$ cat src/rtl/multicycle_ctrl.sv
// multicycle_ctrl: main controller for the multicycle MIPS-subset datapath.
// Steps one instruction at a time through fetch, decode, execute, memory
// and writeback. It drives every datapath select, write enable and the ALU
// function code from the current step and the instruction's op/funct fields.
module multicycle_ctrl #(
   parameter bit FUNCT_CHECK = 1'b1
) (
   input  logic       clk,
   input  logic       reset,
   input  logic [5:0] op,
   input  logic [5:0] funct,
   input  logic       zero,
   output logic [2:0] alucontrol,
   output logic       alusrca,
   output logic [1:0] alusrcb,
   output logic       iord,
   output logic       irwrite,
   output logic       memwrite,
   output logic       regwrite,
   output logic       regdst,
   output logic       memtoreg,
   output logic [1:0] pcsrc,
   output logic       pcen,
   output logic       instr_done,
   output logic       illegal
);

   // controller steps
   localparam logic [3:0] FETCH   = 4'd0;
   localparam logic [3:0] DECODE  = 4'd1;
   localparam logic [3:0] MEMADR  = 4'd2;
   localparam logic [3:0] MEMRD   = 4'd3;
   localparam logic [3:0] MEMWB   = 4'd4;
   localparam logic [3:0] MEMWR   = 4'd5;
   localparam logic [3:0] EXECUTE = 4'd6;
   localparam logic [3:0] ALUWB   = 4'd7;
   localparam logic [3:0] BEQEX   = 4'd8;
   localparam logic [3:0] ADDIEX  = 4'd9;
   localparam logic [3:0] ADDIWB  = 4'd10;
   localparam logic [3:0] JEX     = 4'd11;

   // aluop of 00 means "add", so every step that does not care about the
   // ALU still presents a harmless ADD to the datapath
   localparam logic [1:0] ALUOP_ADD   = 2'b00;
   localparam logic [1:0] ALUOP_SUB   = 2'b01;
   localparam logic [1:0] ALUOP_FUNCT = 2'b10;

   localparam logic [5:0] OP_RTYPE = 6'b000000;
   localparam logic [5:0] OP_J     = 6'b000010;
   localparam logic [5:0] OP_BEQ   = 6'b000100;
   localparam logic [5:0] OP_ADDI  = 6'b001000;
   localparam logic [5:0] OP_LW    = 6'b100011;
   localparam logic [5:0] OP_SW    = 6'b101011;

   logic [3:0] state;
   logic [3:0] nextstate;
   logic [1:0] aluop;
   logic       pcwrite;
   logic       branch;
   logic       functok;
   logic       badinstr;

   // recognise the R-type funct codes the ALU decode supports
   always_comb begin
      functok = 1'b0;
      case (funct)
         6'b100000, 6'b100010, 6'b100100, 6'b100101, 6'b101010: functok = 1'b1;
         default:                                                functok = 1'b0;
      endcase
   end

   // flag opcodes (and optionally R-type functs) this controller cannot run
   always_comb begin
      badinstr = 1'b1;
      case (op)
         OP_LW, OP_SW, OP_BEQ, OP_ADDI, OP_J: badinstr = 1'b0;
         OP_RTYPE:                            badinstr = FUNCT_CHECK && !functok;
         default:                             badinstr = 1'b1;
      endcase
   end

   // state register; reset aborts any instruction in flight
   always_ff @(posedge clk) begin
      if (reset) state <= FETCH;
      else       state <= nextstate;
   end

   // step sequencing; unused encodings fall back to FETCH
   always_comb begin
      nextstate = FETCH;
      case (state)
         FETCH:  nextstate = DECODE;
         DECODE: begin
            if (badinstr) nextstate = FETCH;
            else begin
               case (op)
                  OP_LW, OP_SW: nextstate = MEMADR;
                  OP_RTYPE:     nextstate = EXECUTE;
                  OP_BEQ:       nextstate = BEQEX;
                  OP_ADDI:      nextstate = ADDIEX;
                  OP_J:         nextstate = JEX;
                  default:      nextstate = FETCH;
               endcase
            end
         end
         MEMADR:  nextstate = (op == OP_SW) ? MEMWR : MEMRD;
         MEMRD:   nextstate = MEMWB;
         MEMWB:   nextstate = FETCH;
         MEMWR:   nextstate = FETCH;
         EXECUTE: nextstate = ALUWB;
         ALUWB:   nextstate = FETCH;
         BEQEX:   nextstate = FETCH;
         ADDIEX:  nextstate = ADDIWB;
         ADDIWB:  nextstate = FETCH;
         JEX:     nextstate = FETCH;
         default: nextstate = FETCH;
      endcase
   end

   // per-step datapath controls; while reset is high the selects show FETCH
   // values and every enable stays low so an aborted instruction writes nothing
   always_comb begin
      alusrca    = 1'b0;
      alusrcb    = 2'b00;
      iord       = 1'b0;
      irwrite    = 1'b0;
      memwrite   = 1'b0;
      regwrite   = 1'b0;
      regdst     = 1'b0;
      memtoreg   = 1'b0;
      pcsrc      = 2'b00;
      pcwrite    = 1'b0;
      branch     = 1'b0;
      instr_done = 1'b0;
      illegal    = 1'b0;
      aluop      = ALUOP_ADD;
      if (reset) begin
         alusrcb = 2'b01;
      end else begin
         case (state)
            FETCH: begin
               alusrcb = 2'b01;
               irwrite = 1'b1;
               pcwrite = 1'b1;
            end
            DECODE: begin
               alusrcb = 2'b11;
               illegal = badinstr;
            end
            MEMADR: begin
               alusrca = 1'b1;
               alusrcb = 2'b10;
            end
            MEMRD: begin
               iord = 1'b1;
            end
            MEMWB: begin
               memtoreg   = 1'b1;
               regwrite   = 1'b1;
               instr_done = 1'b1;
            end
            MEMWR: begin
               iord       = 1'b1;
               memwrite   = 1'b1;
               instr_done = 1'b1;
            end
            EXECUTE: begin
               alusrca = 1'b1;
               aluop   = ALUOP_FUNCT;
            end
            ALUWB: begin
               regdst     = 1'b1;
               regwrite   = 1'b1;
               instr_done = 1'b1;
            end
            BEQEX: begin
               alusrca    = 1'b1;
               aluop      = ALUOP_SUB;
               pcsrc      = 2'b01;
               branch     = 1'b1;
               instr_done = 1'b1;
            end
            ADDIEX: begin
               alusrca = 1'b1;
               alusrcb = 2'b10;
            end
            ADDIWB: begin
               regwrite   = 1'b1;
               instr_done = 1'b1;
            end
            JEX: begin
               pcsrc      = 2'b10;
               pcwrite    = 1'b1;
               instr_done = 1'b1;
            end
            default: begin
               alusrcb = 2'b00;
            end
         endcase
      end
   end

   // branch is only ever high in BEQEX, so zero has no effect anywhere else
   assign pcen = !reset && (pcwrite || (branch && zero));

   // ALU function from aluop, falling back to ADD for unknown R-type functs
   always_comb begin
      alucontrol = 3'b010;
      case (aluop)
         ALUOP_ADD: alucontrol = 3'b010;
         ALUOP_SUB: alucontrol = 3'b110;
         ALUOP_FUNCT: begin
            case (funct)
               6'b100000: alucontrol = 3'b010;
               6'b100010: alucontrol = 3'b110;
               6'b100100: alucontrol = 3'b000;
               6'b100101: alucontrol = 3'b001;
               6'b101010: alucontrol = 3'b111;
               default:   alucontrol = 3'b010;
            endcase
         end
         default: alucontrol = 3'b010;
      endcase
   end

endmodule

$ cat config.mk
export PLATFORM = sky130hd
export DESIGN_NAME = multicycle_ctrl
export DESIGN_NICKNAME = d
export VERILOG_FILES = /design/src/rtl/multicycle_ctrl.sv
export SDC_FILE = /design/constraint.sdc
export NUM_CORES = 1
export LEC_CHECK = 0
export ABC_CLOCK_PERIOD_IN_PS = 2100
export BUFFER_PORTS_ARGS = -buffer_cell sky130_fd_sc_hd__buf_4
export CORE_AREA = 2 2 44 46
export DETAILED_ROUTE_END_ITERATION = 8
export DIE_AREA = 0 0 46 48
export MAX_ROUTING_LAYER = met4
export PLACE_DENSITY = 0.72
export SYNTH_ARGS = -nofsm -noshare
export SYNTH_HDL_FRONTEND = slang
export SYNTH_SLANG_ARGS = --single-unit
export TNS_END_PERCENT = 50
$ cat constraint.sdc
create_clock -name clk -period 2.1 [get_ports clk]
set_input_delay 0.42 -clock clk [delete_from_list [all_inputs] [get_ports clk]]
set_output_delay 0.42 -clock clk [all_outputs]
set_load 0.01 [all_outputs]
==> flow_metrics.tcl <==
set metrics [dict create \
    crit_path_end_kind "output pin" \
    reg2reg_slack_ns 0.34 \
    clk_pin_slew_ns 0.03 \
    setup_viol_count_final 3 \
    fillers 144 \
    instances_no_fill 158 \
    synth_cell_types 44 \
    gp_congestion 0.800 \
    ios 32 \
    dp_cells 152 \
    crit_buf_inv 2 \
    clock_skew_ns 0.00444 \
    areaGrowthSynthToFinish_pct 61.4 \
    holdPathEnd "state[1]" \
    p_leak_nw 0.462 \
    wl_mm 2.04 \
    portBuffers 31 \
    coreArea_um2 1690 \
    synth_top_cell_area_share_pct 12.0 \
    max-vdd-ir-drop_mv 0.226 \
    cts_tree "yes" \
    initialDrtViolationCount 15 \
    largest_reg_flops 4 \
    top_regs "state (4)" \
    cts.htree.levels 1 \
    hold_depth 4 \
    vias_per_cell 5.64 \
    synth.area.top_cells "dfxtp_1, nor2_1, nor3_1, or3_1, a211oi_1" \
    place_hpwl_mm 1.55 \
    synthesis.area_um2 667 \
    worst_slew_pin_slew_ns 0.361 \
    overflow 0 \
    wire_per_inst_um 12.9 \
    yosys_warnings 0 \
    numCtsBuffers 3 \
    crit_cells 6 \
    hold_viol 0 \
    critical_path_class "reg -> out" \
    dieArea_um2 2210 \
    critPathRequiredTime_ns 1.68 \
    drc 0 \
    synthFlopType "dfxtp_1" \
    antenna_found_initial 0 \
    p_per_area_nw_per_um2 274 \
    synth-seq-cells 4 \
    crit_path_cell_trace "or2b_1, or3_4, inv_2, ha_4, a211o_1, buf_6" \
    crit_family "simple AND/OR/NAND/NOR gates" \
    die_width_um 46 \
    syn_avg_cell_area_um2 6.95 \
    grt_pass1_wl_mm 3.12 \
    clk_latency_ns 0.23 \
    slowest_delay_ns 0.34 \
    fin_nets 160 \
    timing.final.ws_setup_ns -0.0957 \
    syn_nets 113 \
    hold_path.class "in -> reg" \
    grt_max_degree 14 \
    die_h_um 48 \
    grt_setup_unrepaired "true" \
    drive_gt1_share_pct 46.8 \
    period_minus_slack_ns 2.20 \
    grt_pass1_vias 788 \
    cp_max_fo 3 \
    crit_slowest_cell "or3_4" \
    vias 891 \
    drtPass1Iterations 4 \
    ant_nets 0 \
    yosys.area.top_type "dfxtp_1" \
    cap_viol_max_count 0 \
    violations "negative setup slack" \
    async_flop_share_pct 0 \
    worstHoldStart "op[4]" \
    finalCritPeriodShare_pct 105 \
    relSlewSlack_pct 75.9 \
    regMostFlops "state" \
    placementRows 15 \
    power.total_w 0.000295 \
    root_buffer "clkbuf_4" \
    track_usage_pct 19.8 \
    utilization_pct 63.7 \
    crit_arrival_ns 1.78 \
    synth_edf_count 0 \
    r2r-start "state[1]" \
    num_antenna_cells 0 \
    cp-start-kind "register" \
    initial_utilization_pct 39.5 \
    yosysSeqAreaShare_pct 12.0 \
    slew_violations 0 \
    fmax_mhz 455 \
    reg2regPathDepth 6 \
    clock_path_buffers 2 \
    r2r_end "state[1]" \
    status "finished with violations" \
    clock-sinks 4 \
    synth_cells 96 \
]
## worst max-delay path by stage
stage,slack (ns),to,startpoint
global route,-0.13,alucontrol[1],state[1]
floorplan,0.004,alucontrol[1],state[0]
finish,-0.1,alucontrol[1],state[1]
global placement,-0.13,alucontrol[1],reset
detailed placement,-0.14,alucontrol[1],reset
CTS,-0.11,alucontrol[1],state[1]
## where the power goes
part	total, W	internal (W)	switching (W)
clock network	0.0000933	0.0000638	0.0000295
logic	0.000120	0.0000637	0.0000560
registers	0.0000816	0.0000792	0.00000238
## routing by layer
| layer | global-route usage, % | wire [µm] | vias up |
|---|---|---|---|
| met5 | - | 0 | - |
| met4 | 6.86 | 23 | 0 |
| met3 | 3.02 | 88 | 4 |
| met2 | 37.2 | 1110 | 22 |
| met1 | 20.7 | 817 | 416 |
| li1 | - | - | 449 |
## stage by stage
stage | setup TNS, ns | area, µm² | setup slack [ns] | hold WS [ns]
2_1_floorplan | 0 | 667 | 0.00426 | 0.619
3_3_place_gp | -0.169 | 987 | -0.126 | 0.743
3_5_place_dp | -0.184 | 987 | -0.143 | 0.743
4_1_cts | -0.131 | 1070 | -0.114 | 0.605
5_1_grt | -0.287 | 1080 | -0.133 | 0.644
6_report | -0.144 | 1080 | -0.0957 | 0.616
## worst reg2reg max path: cells and delay by family, from the launching register on
family	cells	cell delay [ns]
AOI/OAI and AO/OA	2	0.49
DFF	1	0.32
buffers and inverters	2	0.28
and+or+nand+nor	2	0.62
## cell usage after synthesis (all sizes together), types with 2 or more instances
master / n
nand2b: 4
nand2: 3
nor3: 8
a21oi: 2
inv: 6
ha: 2
a21boi: 2
or2: 2
or4: 2
nor2b: 2
a211oi: 4
dfxtp: 4
xnor2: 2
or3: 6
buf: 4
a31oi: 4
nor2: 15
or2b: 2
o21ai: 2
clkbuf: 2
## cell usage in the layout (no fill, tap or decap), types with 2 or more instances in the layout
master / n
inv_1: 5
nand2_1: 3
or3_4: 2
a211oi_1: 4
nor2_1: 13
or2_2: 2
o21ai_0: 2
or2b_1: 2
or3_1: 4
nor2b_1: 2
clkbuf_4: 3
nor3_1: 8
nand2b_1: 3
dfxtp_1: 2
xnor2_1: 2
a21oi_1: 2
a31oi_1: 4
dfxtp_2: 2
buf_4: 47
## layout make-up
class / instances / area [µm²] / share of cell area [%]
Inverter: 6 / 22.5 / 2.09
Multi-Input combinational cell: 80 / 563 / 52.3
Tap cell: 17 / 21.3 / 1.98
Timing Repair Buffer: 48 / 364 / 33.8
Sequential cell: 4 / 82.6 / 7.67
Clock buffer: 3 / 22.5 / 2.09
## cell families after synthesis
group,Yosys count,synth area share [%]
AND/OR/NAND/NOR,49,41.1
adder cells (fa/ha/maj),3,5.25
AO/OA/AOI/OAI,25,28.5
XOR/XNOR,3,3.94
flip-flops,4,12.0
buffers and inverters,12,9.19
## repair_timing
item | CTS | global route
gates resized for setup | 10 | 1
hold buffers | 0 | 0
endpoints found under the setup margin | 4 | 3
cloned | 0 | 0
pin swaps | 4 | 2
setup buffers | 2 | 1
Power figures use the tool's default switching activity.
